--- config.mk ---
export PLATFORM = sky130hd
export DESIGN_NAME = otp_ctrl_ecc_scrub_arb
export DESIGN_NICKNAME = d
export VERILOG_FILES = /design/src/rtl/otp_ctrl_ecc_pkg.sv /design/src/rtl/otp_ctrl_ecc_scrub_fsm.sv /design/src/rtl/otp_ctrl_ecc_scrub_arb.sv
export SDC_FILE = /design/constraint.sdc
export NUM_CORES = 1
export LEC_CHECK = 0
export CORE_ASPECT_RATIO = 0.75
export CORE_MARGIN = 10
export CORE_UTILIZATION = 37
export CTS_CLUSTER_DIAMETER = 80
export DETAILED_ROUTE_END_ITERATION = 8
export HOLD_SLACK_MARGIN = 0.06
export PLACE_DENSITY = 0.82
export RECOVER_POWER = 50
export SETUP_SLACK_MARGIN = 0.4
export SYNTH_ARGS = -nofsm -noshare
export SYNTH_HDL_FRONTEND = slang
export SYNTH_HIERARCHICAL = 1
export SYNTH_SLANG_ARGS = --single-unit
--- constraint.sdc ---
create_clock -name clk_i -period 2 [get_ports clk_i]
set_clock_uncertainty 0.05 [all_clocks]
set_input_delay 0.4 -clock clk_i [delete_from_list [all_inputs] [get_ports clk_i]]
set_output_delay 0.4 -clock clk_i [all_outputs]
set_load 0.03 [all_outputs]
--- src/rtl/otp_ctrl_ecc_pkg.sv ---
// Shared types for the OTP ECC register array arbiter and its scrub engine.
package otp_ctrl_ecc_pkg;

  localparam int unsigned DepthDef = 15;
  localparam int unsigned WidthDef = 32;
  localparam int unsigned CntWDef  = 8;

  typedef enum logic [1:0] {
    EccOk      = 2'b00,
    EccCorr    = 2'b01,
    EccUnc     = 2'b10,
    EccAddrErr = 2'b11
  } ecc_err_e;

  typedef enum logic [2:0] {
    StIdle,
    StRead,
    StCheck,
    StWb,
    StDone
  } scrub_state_e;

endpackage

--- src/rtl/otp_ctrl_ecc_scrub_fsm.sv ---
// Scrub sequencer: walks entries 0..Depth-1, rewrites correctable words and
// counts correctable/uncorrectable errors with saturating counters.
module otp_ctrl_ecc_scrub_fsm
  import otp_ctrl_ecc_pkg::*;
#(
  parameter int unsigned Depth = DepthDef,
  parameter int unsigned Width = WidthDef,
  parameter int unsigned CntW  = CntWDef,
  localparam int unsigned AddrW = $clog2(Depth)
) (
  input  logic             clk_i,
  input  logic             rst_ni,
  input  logic             start_i,
  input  logic             host_req_i,
  input  logic [Width-1:0] ecc_rdata_i,
  input  logic [1:0]       ecc_err_i,
  output logic             rd_o,
  output logic             wb_o,
  output logic [AddrW-1:0] addr_o,
  output logic [Width-1:0] wdata_o,
  output logic             busy_o,
  output logic             done_o,
  output logic [CntW-1:0]  corr_cnt_o,
  output logic [CntW-1:0]  unc_cnt_o
);

  localparam logic [AddrW-1:0] LastAddr = AddrW'(Depth - 1);

  scrub_state_e     state_q;
  logic [AddrW-1:0] addr_q;
  logic [Width-1:0] wb_data_q;
  logic [CntW-1:0]  corr_cnt_q, unc_cnt_q;
  logic             busy_q, done_q;
  logic             last_entry;

  assign last_entry = (addr_q == LastAddr);

  always_ff @(posedge clk_i or negedge rst_ni) begin
    if (!rst_ni) begin
      state_q    <= StIdle;
      addr_q     <= '0;
      wb_data_q  <= '0;
      corr_cnt_q <= '0;
      unc_cnt_q  <= '0;
      busy_q     <= 1'b0;
      done_q     <= 1'b0;
    end else begin
      done_q <= 1'b0;
      unique case (state_q)
        StIdle: begin
          if (start_i) begin
            corr_cnt_q <= '0;
            unc_cnt_q  <= '0;
            addr_q     <= '0;
            busy_q     <= 1'b1;
            state_q    <= StRead;
          end
        end
        // The host owns the port whenever it asks; the scrub read simply waits.
        StRead: begin
          if (!host_req_i) state_q <= StCheck;
        end
        StCheck: begin
          if (ecc_err_i == EccCorr) begin
            if (corr_cnt_q != '1) corr_cnt_q <= corr_cnt_q + CntW'(1);
            wb_data_q <= ecc_rdata_i;
            state_q   <= StWb;
          end else begin
            if (ecc_err_i == EccUnc && unc_cnt_q != '1) unc_cnt_q <= unc_cnt_q + CntW'(1);
            if (last_entry) begin
              state_q <= StDone;
              done_q  <= 1'b1;
            end else begin
              addr_q  <= addr_q + AddrW'(1);
              state_q <= StRead;
            end
          end
        end
        StWb: begin
          if (last_entry) begin
            state_q <= StDone;
            done_q  <= 1'b1;
          end else begin
            addr_q  <= addr_q + AddrW'(1);
            state_q <= StRead;
          end
        end
        StDone: begin
          addr_q  <= '0;
          busy_q  <= 1'b0;
          state_q <= StIdle;
        end
        default: state_q <= StIdle;
      endcase
    end
  end

  assign rd_o       = (state_q == StRead) && !host_req_i;
  assign wb_o       = (state_q == StWb);
  assign addr_o     = addr_q;
  assign wdata_o    = wb_data_q;
  assign busy_o     = busy_q;
  assign done_o     = done_q;
  assign corr_cnt_o = corr_cnt_q;
  assign unc_cnt_o  = unc_cnt_q;

endmodule

--- src/rtl/otp_ctrl_ecc_scrub_arb.sv ---
// Shares the single ECC array port between the host and the scrub engine and
// returns host responses one cycle after grant.
module otp_ctrl_ecc_scrub_arb
  import otp_ctrl_ecc_pkg::*;
#(
  parameter int unsigned Depth = DepthDef,
  parameter int unsigned Width = WidthDef,
  parameter int unsigned CntW  = CntWDef,
  localparam int unsigned AddrW = $clog2(Depth)
) (
  input  logic             clk_i,
  input  logic             rst_ni,
  input  logic             host_req_i,
  input  logic             host_we_i,
  input  logic [AddrW-1:0] host_addr_i,
  input  logic [Width-1:0] host_wdata_i,
  output logic             host_gnt_o,
  output logic             host_rvalid_o,
  output logic [Width-1:0] host_rdata_o,
  output logic [1:0]       host_err_o,
  input  logic             scrub_start_i,
  output logic             scrub_busy_o,
  output logic             scrub_done_o,
  output logic [CntW-1:0]  scrub_corr_cnt_o,
  output logic [CntW-1:0]  scrub_unc_cnt_o,
  output logic             ecc_req_o,
  output logic             ecc_we_o,
  output logic [AddrW-1:0] ecc_addr_o,
  output logic [Width-1:0] ecc_wdata_o,
  input  logic [Width-1:0] ecc_rdata_i,
  input  logic [1:0]       ecc_err_i
);

  localparam logic [AddrW:0] DepthExt = (AddrW + 1)'(Depth);

  logic             scrub_rd, scrub_wb;
  logic [AddrW-1:0] scrub_addr;
  logic [Width-1:0] scrub_wdata;
  logic             host_oor, host_issue;
  logic             rsp_valid_q, rsp_rd_q, rsp_oor_q;

  otp_ctrl_ecc_scrub_fsm #(
    .Depth (Depth),
    .Width (Width),
    .CntW  (CntW)
  ) u_scrub_fsm (
    .clk_i       (clk_i),
    .rst_ni      (rst_ni),
    .start_i     (scrub_start_i),
    .host_req_i  (host_req_i),
    .ecc_rdata_i (ecc_rdata_i),
    .ecc_err_i   (ecc_err_i),
    .rd_o        (scrub_rd),
    .wb_o        (scrub_wb),
    .addr_o      (scrub_addr),
    .wdata_o     (scrub_wdata),
    .busy_o      (scrub_busy_o),
    .done_o      (scrub_done_o),
    .corr_cnt_o  (scrub_corr_cnt_o),
    .unc_cnt_o   (scrub_unc_cnt_o)
  );

  // Writeback is the only cycle the scrub outranks the host; scrub reads
  // already yield whenever host_req_i is high.
  assign host_gnt_o = host_req_i & ~scrub_wb;
  assign host_oor   = ({1'b0, host_addr_i} >= DepthExt);
  assign host_issue = host_gnt_o & ~host_oor;

  always_comb begin
    ecc_req_o   = 1'b0;
    ecc_we_o    = 1'b0;
    ecc_addr_o  = '0;
    ecc_wdata_o = '0;
    if (scrub_wb) begin
      ecc_req_o   = 1'b1;
      ecc_we_o    = 1'b1;
      ecc_addr_o  = scrub_addr;
      ecc_wdata_o = scrub_wdata;
    end else if (host_issue) begin
      ecc_req_o   = 1'b1;
      ecc_we_o    = host_we_i;
      ecc_addr_o  = host_addr_i;
      ecc_wdata_o = host_we_i ? host_wdata_i : '0;
    end else if (scrub_rd) begin
      ecc_req_o  = 1'b1;
      ecc_addr_o = scrub_addr;
    end
  end

  always_ff @(posedge clk_i or negedge rst_ni) begin
    if (!rst_ni) begin
      rsp_valid_q <= 1'b0;
      rsp_rd_q    <= 1'b0;
      rsp_oor_q   <= 1'b0;
    end else begin
      rsp_valid_q <= host_gnt_o;
      rsp_rd_q    <= host_issue & ~host_we_i;
      rsp_oor_q   <= host_gnt_o & host_oor;
    end
  end

  always_comb begin
    host_rvalid_o = rsp_valid_q;
    host_rdata_o  = rsp_rd_q ? ecc_rdata_i : '0;
    if (rsp_oor_q)      host_err_o = EccAddrErr;
    else if (rsp_rd_q)  host_err_o = ecc_err_i;
    else                host_err_o = EccOk;
  end

endmodule

==> impl_metrics.toml <==
[detailed_routing]
drt_first_pass_iters = 4
route.met2.wl_mm = 8.13
wl_met3_mm = 1.31
viasPerCell = 5.51
drc = 0
drt_iter0_markers = 195
highest_layer = "met4"
routedWlPerCell_um = 23.2
wl_met1_mm = 6.08
ant_nets = 0
wl_mm = 15.8
num_vias = 3752

[final_layout]
final_cell_mix = "buf_6 (96), clkdlybuf4s50_1 (69), dfrtp_1 (49)"
layout-drive-gt1-share_pct = 61.2
final_common_cell = "buf_6"
fillers = 503
antenna_cells = 0
area_growth_pct = 114
final_nets = 643

[floorplanning]
die_w_um = 131
design.core.area_mm2 = 0.00901
rows = 30
die_area_mm2 = 0.0135
die_h_um = 103
ios = 167
start_util_pct = 37.8

[clocking]
clk_path_buf_depth = 2
clk_latency_ps = 310
clkSinkCount = 60
numCtsBuffers = 9
cts_tree = "yes"
cts.htree.levels = 3
ctsRootBufferMaster = "clkbuf_16"
clk_pin_slew_ps = 50

[worst_setup_path]
worstPathArrival_ps = 1870
startpoint_type = "register"
path_class = "reg2out"
crit_path_frequent_cell = "and3_4"
crit_chain = "inv_2, and3_4, nand2b_4, inv_8, and3_4, buf_12, a22o_4, buf_6"
required_ps = 1550
cp_slowest_cell = "dfrtp_1"
critical_path.endpoint_type = "primary output"
cp_max_fo = 18
slowest_delay_ps = 390

[sta]
period_needed_ps = 2320
whs_ps = 458
period_share_pct = 116
drv_slew = 0
setup_violations = 76
fmax_ghz = 0.431
slew_headroom_pct = 57.0
hold_viol_final = 0
rsz0062_at_grt = "true"
setup_slack_ps = -320
worst_pin_slew_ps = 645

[worst_hold_path]
hold_class = "in2reg"

[global_route]
grt_pass1_vias = 4169
grt_max_degree = 36
antenna_found_initial = 0
grt_pass1_wl_mm = 23.2
track_usage_pct = 22.1
overflow = 0

[placement]
dpl.hpwl_mm = 9.89
place_congestion = 0.849
portBuffers = 166

[logic_synthesis]
syn_inst = 326
synth_edf_count = 0
synth_warnings = 6
ys_types = 46
seq_area_frac_synth_pct = 44.0
netlist_area_mm2 = 0.00341
syn_nets = 405
syn_avg_cell_area_um2 = 10.5
async_reset_ff_share_pct = 100
ys.flop_type = "dfrtp_1"
synth_seq_cells = 60

[power_and_ir_drop]
p_leak_nw = 3.27
ir_drop_v = 0.000585
power_density_mw_per_mm2 = 1090
finalPower_w = 0.00793

[outcome]
failed_checks = "negative setup slack"
status = "finished with violations"

[run]
maxCapViolCount = 0
-- state kept, by name (all words and copies together), names as in the netlist --
signal / flops
u_scrub_fsm/wdata_o: 32
u_scrub_fsm/done_o: 1
u_scrub_fsm/busy_o: 1
u_scrub_fsm/addr_o: 4
rsp_oor_q: 1
host_rvalid_o: 1
rsp_rd_q: 1
u_scrub_fsm/state_q: 3
u_scrub_fsm/unc_cnt_o: 8
u_scrub_fsm/corr_cnt_o: 8
-- kinds of logic (layout without fill, tap and decap cells) --
logic type               after synthesis  in the layout  share of synthesized area, %
adder cells (fa/ha/maj)                4              4                          1.47
buffers and inverters                 29            272                          5.65
multiplexers                          32             32                          10.6
AND/OR/NAND/NOR                      102            102                          17.0
flip-flops                            60             60                          44.0
XOR/XNOR                               1              1                         0.257
AO/OA/AOI/OAI                         98             98                          21.0
-- cell usage after synthesis (6+ instances only) --
library cell  count  area, um^2
buf_6             6        67.6
inv_1             7        26.3
a21oi_1          12        60.1
nor2_1           17        63.8
dfrtp_1          60        1500
and2_1           33         206
mux2_2           32         360
a22o_1           36         315
nand2_1          12        45.0
clkbuf_1          8        30.0
nor3_1            8        40.0
nand3_1           7        35.0
a31oi_1           7        43.8
o21ai_0          18        90.1
-- repair_timing --
item / in CTS / in global routing
cloned: 7 / 0
resized for setup: 232 / 40
buffers inserted: 33 / 5
pin swaps: 20 / 14
endpoints found under the setup margin: 146 / 135
hold buffers: 1 / 0
endpoints found under the hold margin: 13 / 0
-- metal layers --
layer	global-route usage, %	vias to the layer above
met5	0	-
met4	6.22	0
met3	6.17	20
met2	38.5	188
met1	26.1	1858
li1	-	1686
-- where the power goes --
| group | internal, W | total (W) | switching (W) |
|---|---|---|---|
| logic | 0.00241 | 0.00449 | 0.00208 |
| clock network | 0.000867 | 0.00140 | 0.000529 |
| registers | 0.00163 | 0.00204 | 0.000413 |
-- worst max-delay path, delay by kind of cell (launching register included) --
family,cells,cell delay (ps)
AOI/OAI and AO/OA,1,230
buffers and inverters,4,400
DFF,1,390
and+or+nand+nor,3,520
-- worst paths after layout --
check | slack [ps] | depth (start not counted) | from | to
max reg2reg | -230 | 10 | u_scrub_fsm/state_q[0] | u_scrub_fsm/wdata_o[22]
min reg2reg | 490 | 1 | u_scrub_fsm/wdata_o[30] | u_scrub_fsm/wdata_o[30]
min | 460 | 2 | ecc_rdata_i[27] | u_scrub_fsm/wdata_o[27]
max | -320 | 8 | u_scrub_fsm/state_q[2] | ecc_wdata_o[0]
min in group asynchronous | 590 | 2 | rst_ni | host_rvalid_o
max in group asynchronous | 280 | 3 | rst_ni | u_scrub_fsm/unc_cnt_o[3]
-- layout make-up --
class	count	area [um^2]	share of cell area, %
timing repair buffer	248	2750	37.8
multi-input combinational	237	2570	35.3
sequential	60	1520	20.8
clock buffer	12	246	3.39
tap	112	140	1.92
inverter	8	37.5	0.516
clock inverter	4	25.0	0.344
-- per-stage QoR --
step           std cells  setup TNS (ps)  instance area [um^2]  utilization (%)  setup slack, ps
2_1_floorplan        326           -2410                  3970                -            -79.7
3_3_place_gp         619           -9490                  5730             63.6             -291
3_5_place_dp         619          -10920                  5730             63.6             -316
4_1_cts              676          -14210                  7140             79.2             -306
5_1_grt              681          -18200                  7280             80.8             -363
6_report             681          -15340                  7280             80.8             -320
(Power assumes the default switching activity.)
